[config.mk]
export PLATFORM = sky130hd
export DESIGN_NAME = apb_slave_flat
export DESIGN_NICKNAME = d
export VERILOG_FILES = /design/src/rtl/apb_slave_if.sv /design/src/rtl/apb_slave.sv /design/src/flat_wrapper.sv
export SDC_FILE = /design/constraint.sdc
export NUM_CORES = 1
export LEC_CHECK = 0
export CORE_AREA = 2 2 239 241
export DETAILED_ROUTE_END_ITERATION = 6
export DIE_AREA = 0 0 241 243
export MAX_ROUTING_LAYER = met4
export SYNTH_ARGS = -nofsm -noshare
export SYNTH_HDL_FRONTEND = slang
export SYNTH_SLANG_ARGS = --single-unit
[constraint.sdc]
create_clock -name pclk -period 4.2 [get_ports pclk]
set_input_delay 1.05 -clock pclk [delete_from_list [all_inputs] [get_ports pclk]]
set_output_delay 1.05 -clock pclk [all_outputs]
set_load 0.01 [all_outputs]
[src/rtl/apb_slave_if.sv]
// ----------------------------------------------------------------------------
// apb_slave_if
// Purpose : APB3 bus bundle shared by the completer (apb_slave) and whatever
//           drives it. Clock and reset are not part of the bundle; they stay
//           plain ports on the modules that use it.
// Signals :
//   paddr   [ADDR_W-1:0] master->slave  word address
//   psel                 master->slave  slave select
//   penable              master->slave  access phase qualifier
//   pwdata  [DATA_W-1:0] master->slave  write data
//   pwrite               master->slave  1 = write, 0 = read
//   prdata  [DATA_W-1:0] slave->master  read data
//   pready               slave->master  transfer complete
//   pslverr              slave->master  error response (valid with pready)
// Modports: master, slave
// ----------------------------------------------------------------------------
interface apb_slave_if #(
  parameter int ADDR_W = 32,
  parameter int DATA_W = 32
);
  logic [ADDR_W-1:0] paddr;
  logic              psel;
  logic              penable;
  logic [DATA_W-1:0] pwdata;
  logic              pwrite;
  logic [DATA_W-1:0] prdata;
  logic              pready;
  logic              pslverr;

  modport master (
    output paddr, psel, penable, pwdata, pwrite,
    input  prdata, pready, pslverr
  );

  modport slave (
    input  paddr, psel, penable, pwdata, pwrite,
    output prdata, pready, pslverr
  );
endinterface

[src/rtl/apb_slave.sv]
// ----------------------------------------------------------------------------
// apb_slave
// Purpose : APB3 completer in front of a DEPTH-word register memory. One
//           transfer at a time, one wait state per transfer (3 pclk cycles:
//           setup, access wait, completing cycle with pready = 1). Addresses
//           at or above DEPTH are answered with pslverr and never touch the
//           memory; reads of such addresses return 0.
// Ports   :
//   pclk     in   1           bus clock
//   presetn  in   1           asynchronous active-low reset
//   bus      slave modport    APB bundle (paddr, psel, penable, pwdata,
//                             pwrite in; prdata, pready, pslverr out)
// Parameters:
//   ADDR_W  paddr width, DATA_W data width, DEPTH memory words (paddr is a
//   word index, not byte-scaled)
// ----------------------------------------------------------------------------
module apb_slave #(
  parameter int ADDR_W = 32,
  parameter int DATA_W = 32,
  parameter int DEPTH  = 16
) (
  input  logic        pclk,
  input  logic        presetn,
  apb_slave_if.slave  bus
);

  localparam int IDX_W = (DEPTH > 1) ? $clog2(DEPTH) : 1;

  localparam logic [1:0] ST_IDLE   = 2'd0;
  localparam logic [1:0] ST_SETUP  = 2'd1;
  localparam logic [1:0] ST_ACCESS = 2'd2;

  logic [1:0]        r_state;
  logic [1:0]        w_nextState;
  logic [DATA_W-1:0] r_mem [DEPTH];
  logic [DATA_W-1:0] r_prdata;
  logic              r_pready;
  logic              r_pslverr;

  logic              w_err;
  logic [IDX_W-1:0]  w_idx;
  logic              w_setupPhase;
  logic              w_accessPhase;
  logic              w_execute;

  // Any address at or beyond the memory size is an error; this also covers
  // every address with a bit set above the index bits.
  assign w_err = (bus.paddr >= ADDR_W'(DEPTH));
  assign w_idx = bus.paddr[IDX_W-1:0];

  assign w_setupPhase  = bus.psel & ~bus.penable;
  assign w_accessPhase = bus.psel &  bus.penable;

  // The transfer happens only on the SETUP->ACCESS edge; that is the single
  // point where paddr, pwdata and pwrite are sampled.
  assign w_execute = (r_state == ST_SETUP) && w_accessPhase;

  assign bus.prdata  = r_prdata;
  assign bus.pready  = r_pready;
  assign bus.pslverr = r_pslverr;

  // Next-state logic. penable seen in IDLE without a setup cycle is ignored.
  // In SETUP, a held setup phase keeps waiting; dropping psel aborts.
  // From ACCESS a master may start its next setup in the completing cycle.
  always_comb begin
    w_nextState = ST_IDLE;
    case (r_state)
      ST_IDLE: begin
        if (w_setupPhase) w_nextState = ST_SETUP;
        else              w_nextState = ST_IDLE;
      end
      ST_SETUP: begin
        if (!bus.psel)          w_nextState = ST_IDLE;
        else if (bus.penable)   w_nextState = ST_ACCESS;
        else                    w_nextState = ST_SETUP;
      end
      ST_ACCESS: begin
        if (w_setupPhase) w_nextState = ST_SETUP;
        else              w_nextState = ST_IDLE;
      end
      default: w_nextState = ST_IDLE;
    endcase
  end

  // State register and the registered response. pready/pslverr rise together
  // on the executing edge and fall on the following edge, giving a one-cycle
  // pulse. prdata only changes on reads, so a write leaves it holding its
  // previous value.
  always_ff @(posedge pclk or negedge presetn) begin
    if (!presetn) begin
      r_state   <= ST_IDLE;
      r_prdata  <= '0;
      r_pready  <= 1'b0;
      r_pslverr <= 1'b0;
    end else begin
      r_state <= w_nextState;
      if (w_execute) begin
        r_pready  <= 1'b1;
        r_pslverr <= w_err;
        if (!bus.pwrite) begin
          r_prdata <= w_err ? '0 : r_mem[w_idx];
        end
      end else if (r_state == ST_ACCESS) begin
        r_pready  <= 1'b0;
        r_pslverr <= 1'b0;
      end
    end
  end

  // Register memory. Reset clears every word, so an unwritten location reads
  // back as zero. Erroring writes are dropped so out-of-range addresses can
  // never alias onto a valid word through the truncated index.
  always_ff @(posedge pclk or negedge presetn) begin
    if (!presetn) begin
      for (int i = 0; i < DEPTH; i++) begin
        r_mem[i] <= '0;
      end
    end else if (w_execute && bus.pwrite && !w_err) begin
      r_mem[w_idx] <= bus.pwdata;
    end
  end

endmodule

[src/flat_wrapper.sv]
// flat-port wrapper written by rule: the top's interface ports become plain ports
module apb_slave_flat 
#(
  parameter int ADDR_W = 32,
  parameter int DATA_W = 32,
  parameter int DEPTH  = 16
)
  (pclk, presetn, bus_paddr, bus_psel, bus_penable, bus_pwdata, bus_pwrite, bus_prdata, bus_pready, bus_pslverr);
  apb_slave_if #(.ADDR_W(ADDR_W), .DATA_W(DATA_W)) bus_i ();
  input  logic pclk;
  input  logic presetn;
  input wire logic [$bits(bus_i.paddr)-1:0] bus_paddr;
  input wire logic [$bits(bus_i.psel)-1:0] bus_psel;
  input wire logic [$bits(bus_i.penable)-1:0] bus_penable;
  input wire logic [$bits(bus_i.pwdata)-1:0] bus_pwdata;
  input wire logic [$bits(bus_i.pwrite)-1:0] bus_pwrite;
  output wire logic [$bits(bus_i.prdata)-1:0] bus_prdata;
  output wire logic [$bits(bus_i.pready)-1:0] bus_pready;
  output wire logic [$bits(bus_i.pslverr)-1:0] bus_pslverr;
  assign bus_i.paddr = bus_paddr;
  assign bus_i.psel = bus_psel;
  assign bus_i.penable = bus_penable;
  assign bus_i.pwdata = bus_pwdata;
  assign bus_i.pwrite = bus_pwrite;
  assign bus_prdata = bus_i.prdata;
  assign bus_pready = bus_i.pready;
  assign bus_pslverr = bus_i.pslverr;
  apb_slave #(.ADDR_W(ADDR_W), .DATA_W(DATA_W), .DEPTH(DEPTH)) u_core (.pclk(pclk), .presetn(presetn), .bus(bus_i));
endmodule
After elaboration in Yosys (flattened, before gate mapping). Index checks and enable logic that the tools add are counted.

Magnitude comparators: 3. Equal/unequal tests: 2. Multiplexer cells: 14. Bitwise gates (word level): 5. Reduce and logical (&&, ||, !) cells: 9.

Operators by type and width (number): $bwmux W512 (1); $bmux W32 S4 (1); $demux W32 S4 (1); $mux W32 (4); $ge A32 B5 Y1 const B (1); $ge A5 B5 Y1 const B (1); $lt A5 B1 Y1 const B (1); $not A4 Y5 (1); $logic_and A1 B1 Y1 (4); $mux W1 (4); $mux W2 (2); $pmux W2 S2 (1); $and A1 B1 Y1 (2); $eq A2 B1 Y1 const B (1); $eq A2 B2 Y1 const B (1); $logic_not A2 Y1 (1); $not A1 Y1 (2); $reduce_and A2 Y1 (1); $reduce_bool A2 Y1 (1); $reduce_or A2 Y1 (1); $logic_not A1 Y1 (1).

Flip-flop bits (word level): 548. Bits of input ports: 69. Output and inout port bits: 34. Word-level logic and storage cells: 53.

Logic depth before layout (Yosys ltp).
Word-level depth: 6. Depth in mapped cells: 7. Depth with buffers taken out: 5.

Least setup slack after synthesis. OpenSTA, ideal clock, no wires.

Path type: input to register. From: in bus_paddr[20]. To: reg u_core.r_mem[117] in the netlist's numbering. Library setup time: 125 ps. Arrival: 3098 ps. Data required time: 4075 ps. Slack: 978 ps. Stages: 7. Buffers on the path: 3. Path through: or4_4 or3_1 buf_6 buf_6 nor4_4 buf_6 mux2_2.

Longest elaborated chain between the ends: 3.

RTL lines: start: declaration (line flat_wrapper.sv:12) `input wire logic [$bits(bus_i.paddr)-1:0] bus_paddr;`; $ge A32 B5 Y1 (line apb_slave.sv:48) `assign w_err = (bus.paddr >= ADDR_W'(DEPTH));`; $logic_not A1 Y1 (line apb_slave.sv:118) `end else if (w_execute && bus.pwrite && !w_err) begin`; $logic_and A1 B1 Y1 (line apb_slave.sv:118); end signal: indexed assignment (line apb_slave.sv:119) `r_mem[w_idx] <= bus.pwdata;`; end: declaration (line apb_slave.sv:35) `logic [DATA_W-1:0] r_mem [DEPTH];`.

No other way between the ends. A chain may end at the register's enable or synchronous reset.

Worst setup path in the final report.
From: in bus_paddr[20]. To: reg u_core.r_mem[60] in the netlist's numbering.

The elaborated chain is that of the path after synthesis.

==> results_dict.tcl <==
set metrics [dict create \
    seq_area_frac_synth 0.548 \
    async_flop_share 1.00 \
    place_hpwl_um 36000 \
    cts.sinks 548 \
    dr_total_vias 14400 \
    route.detailed.drc 0 \
    synth_area_um2 25000 \
    avgSynthCellArea_um2 15.1 \
    worstSetupStartpointType "input port" \
    ys_seq_elements 548 \
    drtIter0Drc 631 \
    r2r_start "u_core.r_state[1]" \
    viasPerCell 5.69 \
    antenna_found_initial 0 \
    insertion_delay_ns 0.62 \
    synth_edf_count 0 \
    port-buffer-count 102 \
    fin_cells 2532 \
    rsz0062_at_grt "no" \
    startpoint "bus_paddr[20]" \
    finalCritPeriodShare 0.753 \
    place.gp.congestion 0.723 \
    outcome "completed" \
    power.leakage_nw 14.0 \
    maxSlewHeadroom 0.508 \
    synth_nets 1725 \
    grt_pass1_wl_um 97000 \
    cap_violations 0 \
    skew_ns 0.0214 \
    grt-ovfl-total 0 \
    h-tree-depth 2 \
    final_antenna_net_count 0 \
    crit_end "u_core.r_mem[60]" \
    cts_tree "built" \
    p_per_area_nw_per_um2 386 \
    grt_max_degree 97 \
    crit_path_end_kind "flip-flop" \
    min_path_type "input port to asynchronous set/reset pin" \
    place_area_um2 27000 \
    cp_max_fo 30 \
    ios 103 \
    cts_root_buffer "clkbuf_16" \
    layout-drive-gt1-share 0.461 \
    core_area_um2 56000 \
    fin_setup_tns_ns 0 \
    die_h_um 243 \
    area_growth_pct 15.7 \
    initial_utilization 0.448 \
    setup_violations 0 \
    r2r_cells 6 \
    synth_ff_type "dfrtp_1" \
    grt_use_total 0.225 \
    cts_setup_buffers 0 \
    design_area_um2 29000 \
    final_net_count 1799 \
    cts-hold-fix-buffers 0 \
    vdd_drop_max_uv 302 \
    die-area_um2 58600 \
    diodes 0 \
    dp_cells 2426 \
    final_max_slew_viol_count 0 \
    timing.rr.end "u_core.r_mem[60]" \
    cts_made_buffers 58 \
    die_w_um 241 \
    post_drt_wl_per_cell_um 24.5 \
    layout_commonest_cell "mux2_2" \
    ctsResizeCount 0 \
    drt_first_pass_iters 4 \
    cp.arrival_ns 3.64 \
    cp.required_ns 4.68 \
    crit_type "input port to flip-flop" \
    yosysUniqueCellTypes 31 \
    grt_pass1_vias 15900 \
    layout_common_cells "mux2_2 (570), dfrtp_1 (548), clkdlybuf4s50_1 (98)" \
    syn_inst 1656 \
    clockBufferDepth 3 \
    fmax_mhz 316 \
    period_needed_ns 3.16 \
    num_rows 87 \
    path_clk_slew_ns 0.06 \
    wirelength_um 62000 \
    hold_viol 0 \
    r2r_setup_slack_ns 1.68 \
    yosysWarnings 0 \
    worst_pin_slew_ns 0.736 \
]
==> critical path: stages <==
cell             delay, ns
clkdlybuf4s50_1       0.43
or4_4                 0.55
or3_1                 0.32
buf_4                 0.25
nor4_4                0.37
buf_12                0.31
mux2_1                0.36
==> Yosys cell counts, types with 8 or more instances <==
| cell type | instances | area share |
|---|---|---|
| o22ai_1 | 96 | 0.024 |
| buf_2 | 28 | 0.0056 |
| buf_1 | 14 | 0.0021 |
| o21a_1 | 32 | 0.0096 |
| clkbuf_1 | 71 | 0.011 |
| o31ai_1 | 32 | 0.0096 |
| nand4_1 | 8 | 0.0020 |
| mux2_1 | 70 | 0.031 |
| buf_6 | 32 | 0.014 |
| nor4_4 | 14 | 0.012 |
| dfrtp_1 | 548 | 0.55 |
| mux2_2 | 570 | 0.26 |
| nand2_1 | 36 | 0.0054 |
| mux4_2 | 64 | 0.058 |
==> registers in the layout (all words and copies together), names as in the netlist <==
name and flops:
u_core.bus.pready 1, u_core.r_state 2, u_core.bus.prdata 32, u_core.bus.pslverr 1, u_core.r_mem 512
==> per-stage QoR <==
stage	hold slack, ns	power, mW	setup WS [ns]	util
6_report	0.441	11.2	1.04	0.518
3_3_place_gp	0.457	5.95	0.389	0.482
3_5_place_dp	0.471	5.95	0.393	0.482
2_1_floorplan	0.433	5.62	0.978	-
5_1_grt	0.479	11.6	0.946	0.518
4_1_cts	0.442	11.3	1.04	0.518
==> where the power goes <==
group          switching, mW  total (mW)  internal (mW)
logic                  0.372       0.560          0.188
registers            0.00312        5.29           5.28
clock network           2.11        5.34           3.23
total                   2.49        11.2           8.70
==> area by class of cell <==
| class | instances | area, um2 |
|---|---|---|
| Clock buffer | 84 | 1700 |
| Clock inverter | 22 | 308 |
| Fill cell | 4770 | 27000 |
| Inverter | 4 | 15.0 |
| Multi-Input combinational cell | 959 | 10500 |
| Sequential cell | 548 | 13700 |
| Tap cell | 756 | 946 |
| Timing Repair Buffer | 159 | 1780 |
==> cell families after synthesis <==
group / Yosys count / share of synthesized area
AOI/OAI and AO/OA: 162 / 0.0437
buffers and inverters: 149 / 0.0333
DFF: 548 / 0.548
muxes: 704 / 0.345
and+or+nand+nor: 93 / 0.0299
==> worst min-delay path by stage <==
stage                 startpoint                end
2_1_floorplan  u_core.r_state[0]  u_core.r_state[0]
6_report                 presetn  u_core.r_mem[160]
3_3_place_gp   u_core.r_state[1]  u_core.r_state[0]
5_1_grt                  presetn  u_core.r_mem[128]
4_1_cts                  presetn  u_core.r_mem[160]
3_5_place_dp   u_core.r_mem[314]  u_core.r_mem[314]
==> metal layers <==
| layer | global-route usage | routed length (um) | up-vias |
|---|---|---|---|
| li1 | - | - | 6320 |
| met1 | 0.292 | 27100 | 7756 |
| met2 | 0.373 | 31400 | 226 |
| met3 | 0.0266 | 2060 | 106 |
| met4 | 0.0632 | 1470 | 0 |
| met5 | - | 0 | - |
(Power assumes the default switching activity.)
